===== src/rtl/meancb.sv =====
// Luma-dependent Cb cluster centre for skin-tone detection.
// Two-stage pipeline: stage 1 picks the segment and distance, stage 2 divides and offsets.
module meancb #(
  parameter int unsigned K_L       = 125,
  parameter int unsigned K_H       = 188,
  parameter int unsigned Y_MIN     = 16,
  parameter int unsigned Y_MAX     = 235,
  parameter int unsigned FRAC_BITS = 8,
  parameter int unsigned OUT_WIDTH = 16
) (
  input  logic                 clk,
  input  logic                 rst_n,
  input  logic                 in_valid,
  input  logic [7:0]           Y,
  output logic                 out_valid,
  output logic [OUT_WIDTH-1:0] out
);

  localparam int unsigned SCALE  = 32'd1 << FRAC_BITS;
  localparam int unsigned DEN_LO = K_L - Y_MIN;
  localparam int unsigned DEN_HI = Y_MAX - K_H;
  localparam int unsigned BASE   = 108 * SCALE;
  localparam int unsigned SLOPE  = 10 * SCALE;
  // 10*S*d with an 8-bit d needs FRAC_BITS + 4 + 8 bits
  localparam int unsigned NUM_W  = FRAC_BITS + 12;
  localparam logic [7:0]  KL8    = 8'(K_L);
  localparam logic [7:0]  KH8    = 8'(K_H);

  typedef enum logic [1:0] {
    SEG_MID = 2'd0,
    SEG_LO  = 2'd1,
    SEG_HI  = 2'd2
  } seg_e;

  seg_e                 seg_q, seg_d;
  logic [7:0]           d_q, d_d;
  logic                 vld1_q, vld1_d;
  logic                 vld2_q, vld2_d;
  logic [OUT_WIDTH-1:0] out_q, out_d;

  logic [NUM_W-1:0]     num_lo_c, num_hi_c;
  logic [NUM_W-1:0]     quo_lo_c, quo_hi_c;

  // Stage 1: segment select (knees belong to the outer segments) and distance from the knee
  always_comb begin
    seg_d  = seg_q;
    d_d    = d_q;
    vld1_d = in_valid;
    if (in_valid) begin
      seg_d = SEG_MID;
      d_d   = '0;
      if (Y <= KL8) begin
        seg_d = SEG_LO;
        d_d   = KL8 - Y;
      end else if (Y >= KH8) begin
        seg_d = SEG_HI;
        d_d   = Y - KH8;
      end
    end
  end

  always_ff @(posedge clk or negedge rst_n) begin
    if (!rst_n) begin
      seg_q  <= SEG_MID;
      d_q    <= '0;
      vld1_q <= 1'b0;
    end else begin
      seg_q  <= seg_d;
      d_q    <= d_d;
      vld1_q <= vld1_d;
    end
  end

  // Round-half-up quotient by each constant denominator; the segment picks one
  always_comb begin
    num_lo_c = NUM_W'(SLOPE) * NUM_W'(d_q) + NUM_W'(DEN_LO / 2);
    num_hi_c = NUM_W'(SLOPE) * NUM_W'(d_q) + NUM_W'(DEN_HI / 2);
    quo_lo_c = num_lo_c / NUM_W'(DEN_LO);
    quo_hi_c = num_hi_c / NUM_W'(DEN_HI);
  end

  // Stage 2: result register holds its value across invalid cycles
  always_comb begin
    out_d  = out_q;
    vld2_d = vld1_q;
    if (vld1_q) begin
      case (seg_q)
        SEG_LO:  out_d = OUT_WIDTH'(NUM_W'(BASE) + quo_lo_c);
        SEG_HI:  out_d = OUT_WIDTH'(NUM_W'(BASE) + quo_hi_c);
        default: out_d = '0;
      endcase
    end
  end

  always_ff @(posedge clk or negedge rst_n) begin
    if (!rst_n) begin
      out_q  <= '0;
      vld2_q <= 1'b0;
    end else begin
      out_q  <= out_d;
      vld2_q <= vld2_d;
    end
  end

  assign out       = out_q;
  assign out_valid = vld2_q;

endmodule


===== config.mk =====
export PLATFORM = sky130hd
export DESIGN_NAME = meancb
export DESIGN_NICKNAME = d
export VERILOG_FILES = /design/src/rtl/meancb.sv
export SDC_FILE = /design/constraint.sdc
export NUM_CORES = 1
export LEC_CHECK = 0
export ABC_AREA = 1
export BUFFER_PORTS_ARGS = -buffer_cell sky130_fd_sc_hd__buf_4
export CORE_MARGIN = 1.5
export CORE_UTILIZATION = 55
export DETAILED_ROUTE_END_ITERATION = 6
export GPL_TIMING_DRIVEN = 0
export PLACE_DENSITY = 0.78
export SETUP_SLACK_MARGIN = 0.3
export SYNTH_ARGS = -nofsm -noshare
export SYNTH_HDL_FRONTEND = slang
export SYNTH_SLANG_ARGS = --single-unit

===== constraint.sdc =====
create_clock -name clk -period 25.1 [get_ports clk]
set_input_delay 3.765 -clock clk [delete_from_list [all_inputs] [get_ports clk]]
set_output_delay 3.765 -clock clk [all_outputs]
set_load 0.1 [all_outputs]

==> impl_summary.txt <==
----------------------------------------------------
[Layout]
  Signed area change from the synthesized netlist to the final layout ... 5.89%
  Nets@finish ... 1853
  Area taken by flip-flops and latches ... 701 µm²
  Multi-input logic area ... 0.00819 mm²
  Layout cells sized above 1 ... 19.3%
  Commonest cells after routing, fill and taps aside ... sky130_fd_sc_hd__nand2_1, sky130_fd_sc_hd__nand3_1, sky130_fd_sc_hd__inv_1, sky130_fd_sc_hd__nand2_2, sky130_fd_sc_hd__nor2_1
  Number of fill cells in the layout ... 1853
  Utilization after layout ... 59.5%
  Most common library cell in the layout ignoring fill and taps ... sky130_fd_sc_hd__nand2_1
  Antenna diode count ... 0

[Yosys]
  Synth area leaders ... sky130_fd_sc_hd__nand2_1, sky130_fd_sc_hd__nand3_1, sky130_fd_sc_hd__inv_1
  Number of library cell types mapped by synthesis ... 61
  Most area-hungry cell type in the Yosys netlist ... sky130_fd_sc_hd__nand2_1
  Number of register bits inferred by synthesis ... 28
  Post-Synth XOR/XNOR Area ... 4.08%
  Post-synthesis area per instance ... 5.69 µm²
  Largest family of logic cells by synthesized area ... simple AND/OR/NAND/NOR gates
  Yosys top cell area share ... 22.0%
  Gate count of the mapped netlist ... 1773
  Share of synthesized area occupied by flip-flops and latches ... 6.94%
  Yosys warning total ... 0
  Synth Area in Compound Gates ... 8.65%
  Adder-cell area share of the yosys netlist ... 4.66%
  Mux cell area share after synthesis ... 0%
  Post-synthesis net count ... 1821
  Area fraction in and, or, nand and nor cells after synthesis ... 63.8%
  Synthesized cell area ... 0.0101 mm²

[Timing]
  Transition time at the pin with the least slew margin ... 558 ps
  Final-layout setup total negative slack ... 0 ps
  Final clock skew ... 4.97 ps
  Max Freq ... 77.1 MHz
  Final worst path period share ... 51.7%
  Max-Slew Margin vs Limit ... 62.4%
  Final hold vios ... 0
  Least setup slack across all paths after layout ... 12130 ps
  Number of max-slew violations in the final report ... 0
  Final worst path period need ... 12970 ps
  Final setup fails ... 0
  Hold slack final ... 445 ps
  Unrepaired setup endpoints after global routing ... no

[Routing]
  DRC marker count from the first detailed-route iteration ... 533
  Average detailed-routed wire length per instance ... 12.1 µm
  DRC viols ... 0
  Max Used Layer ... met4
  Metal2 WL ... 11.8 mm
  Wire length reported by the detailed router ... 24.7 mm
  Via count ... 10900
  Met3 WL ... 840 µm
  Post-route ant nets ... 0
  Wire length on met1 ... 11.7 mm
  Number of iterations in the first detailed-routing pass ... 5
  Post-detailed-route via-to-cell ratio ... 5.38

[Clock tree]
  Clock transition at the register clock pins on the worst setup and hold paths after CTS ... 70 ps
  Count of buffers added by post-CTS timing repair for setup ... 0
  Maximum count of clock buffers along a single path ... 2
  Number of gates resized after cts ... 0
  Clock tree root buffer cell ... sky130_fd_sc_hd__clkbuf_16
  TritonCTS Sinks ... 28
  Clock insertion delay at the later pin of the skew report ... 260 ps
  CTS Buf Count ... 3
  Hold buffer count at CTS ... 0
  TritonCTS clock tree ... built
  Number of levels the H-tree was split into ... 1

[Flow run]
  # Max-Cap Violations ... 0

[Hold path]
  Worst-case hold path end point ... out_valid
  HP Class ... reg2reg
  Worst hold path cell count ... 0
  Hold Path Origin ... vld1_q

[Critical path]
  Worst-case reg-to-reg path depth ... 94
  Slowest-stage cell, CP ... sky130_fd_sc_hd__dfrtp_1
  Crit-path max FO ... 11
  Critical Path Sink Type ... flip-flop
  Category of the most critical setup path ... reg2reg
  Delay-heaviest family, CP ... simple AND/OR/NAND/NOR gates
  Required time of the worst setup path ... 25260 ps
  Total buffers and inverters traversed by the critical path ... 13
  Arrival time reported for the critical path endpoint ... 13130 ps
  Slack of the worst reg-to-reg path ... 12130 ps
  Most used cell along the critical path ... sky130_fd_sc_hd__nand2_1
  Reg-to-Reg End ... out[0]
  Reg-to-reg startpoint ... d_q[0]
  Slowest Stage Delay on Critical Path ... 510 ps
  Crit path launch type ... flip-flop

[GRT]
  Wire length of the first global-routing pass ... 43.1 mm
  Initial antenna violation count ... 0
  Pin count of the biggest net entering global routing ... 29
  Vias in the first global route ... 9833
  GRT Resource Usage Total ... 25.4%
  Leftover overflow at the end of global routing ... 0

[Floorplanning]
  Cell Rows ... 49
  Number of I/O pins ... 28
  Placeable core area ... 0.0180 mm²
  Horizontal die dimension ... 138 µm
  Die area ... 0.0192 mm²
  Chip Height ... 138 µm
  Initial Utilization ... 56.2%

[Place]
  Final Wtd Congestion ... 0.930
  Place WS ... 12230 ps
  Count of input and output buffers ... 27
  HPWL after detailed placement ... 20.6 mm

[Status]
  Outcome ... completed

----------------------------------------------------
-- logic make-up after synthesis --
group,after synthesis
AO/OA/AOI/OAI,138
XOR/XNOR,47
adder cells (fa/ha/maj),37
buffers and inverters,275
flip-flops,28
AND/OR/NAND/NOR,1248
-- Yosys cell counts (all sizes together) --
cell type / instances
fa: 1
a22oi: 7
xor2: 38
a22o: 2
o21bai: 5
nand3b: 9
nor4: 1
clkinv: 8
buf: 16
dfrtp: 28
clkbuf: 4
o21a: 2
nor3: 12
inv: 245
o211ai: 5
o31ai: 1
nor2: 162
nand3: 252
a21boi: 3
and2: 3
o21ai: 62
clkdlybuf4s50: 1
ha: 36
nand4: 52
xnor2: 9
a31oi: 3
a31o: 1
dlygate4sd1: 1
or2: 2
and3: 2
o311ai: 2
o221ai: 2
nand2: 753
a21oi: 40
o22ai: 3
-- registers in the layout, indices dropped and copies added (netlist names) --
signal,flops
vld1_q,1
d_q,8
out_valid,1
out,16
seg_q,2
-- worst max-delay path by stage --
stage / start / to / slack [ps] / cells after the start
2_1_floorplan: d_q[3] / out[0] / 13980 / 95
3_3_place_gp: d_q[0] / out[0] / 12470 / 95
3_5_place_dp: d_q[0] / out[0] / 12230 / 93
4_1_cts: d_q[0] / out[0] / 12180 / 93
5_1_grt: d_q[0] / out[0] / 10830 / 98
6_report: d_q[0] / out[0] / 12130 / 94
-- metal layers --
metal  track usage [%]  vias to the layer above
li1                  -                     5765
met1              34.3                     4971
met2              45.2                      184
met3              1.18                       24
met4              4.54                        0
met5                 0                        -
-- stage by stage --
stage	cell area, µm²	cells
floorplan	10100	1773
global placement	10600	2029
detailed placement	10600	2029
CTS	10700	2033
global route	10700	2033
finish	10700	2033
-- cell type report --
cell class / instances / share of cell area [%]
Multi-Input combinational cell: 1470 / 76.7
Inverter: 253 / 8.97
Sequential cell: 28 / 6.56
Tap cell: 229 / 2.68
Buffer: 22 / 2.26
Timing Repair Buffer: 27 / 1.90
Clock buffer: 3 / 0.702
Clock inverter: 1 / 0.281
-- worst register-to-register path, delay by kind of cell (launching register included) --
| kind | cells | cell delay, ps |
|---|---|---|
| fa+ha+maj | 9 | 2250 |
| flops | 1 | 510 |
| simple gates | 69 | 8450 |
| buf+inv | 13 | 1350 |
| compound gates | 3 | 320 |
Power is left out: the tool's default activity adds up to more than one toggle a clock period on the data nets, which glitch-free logic cannot reach.
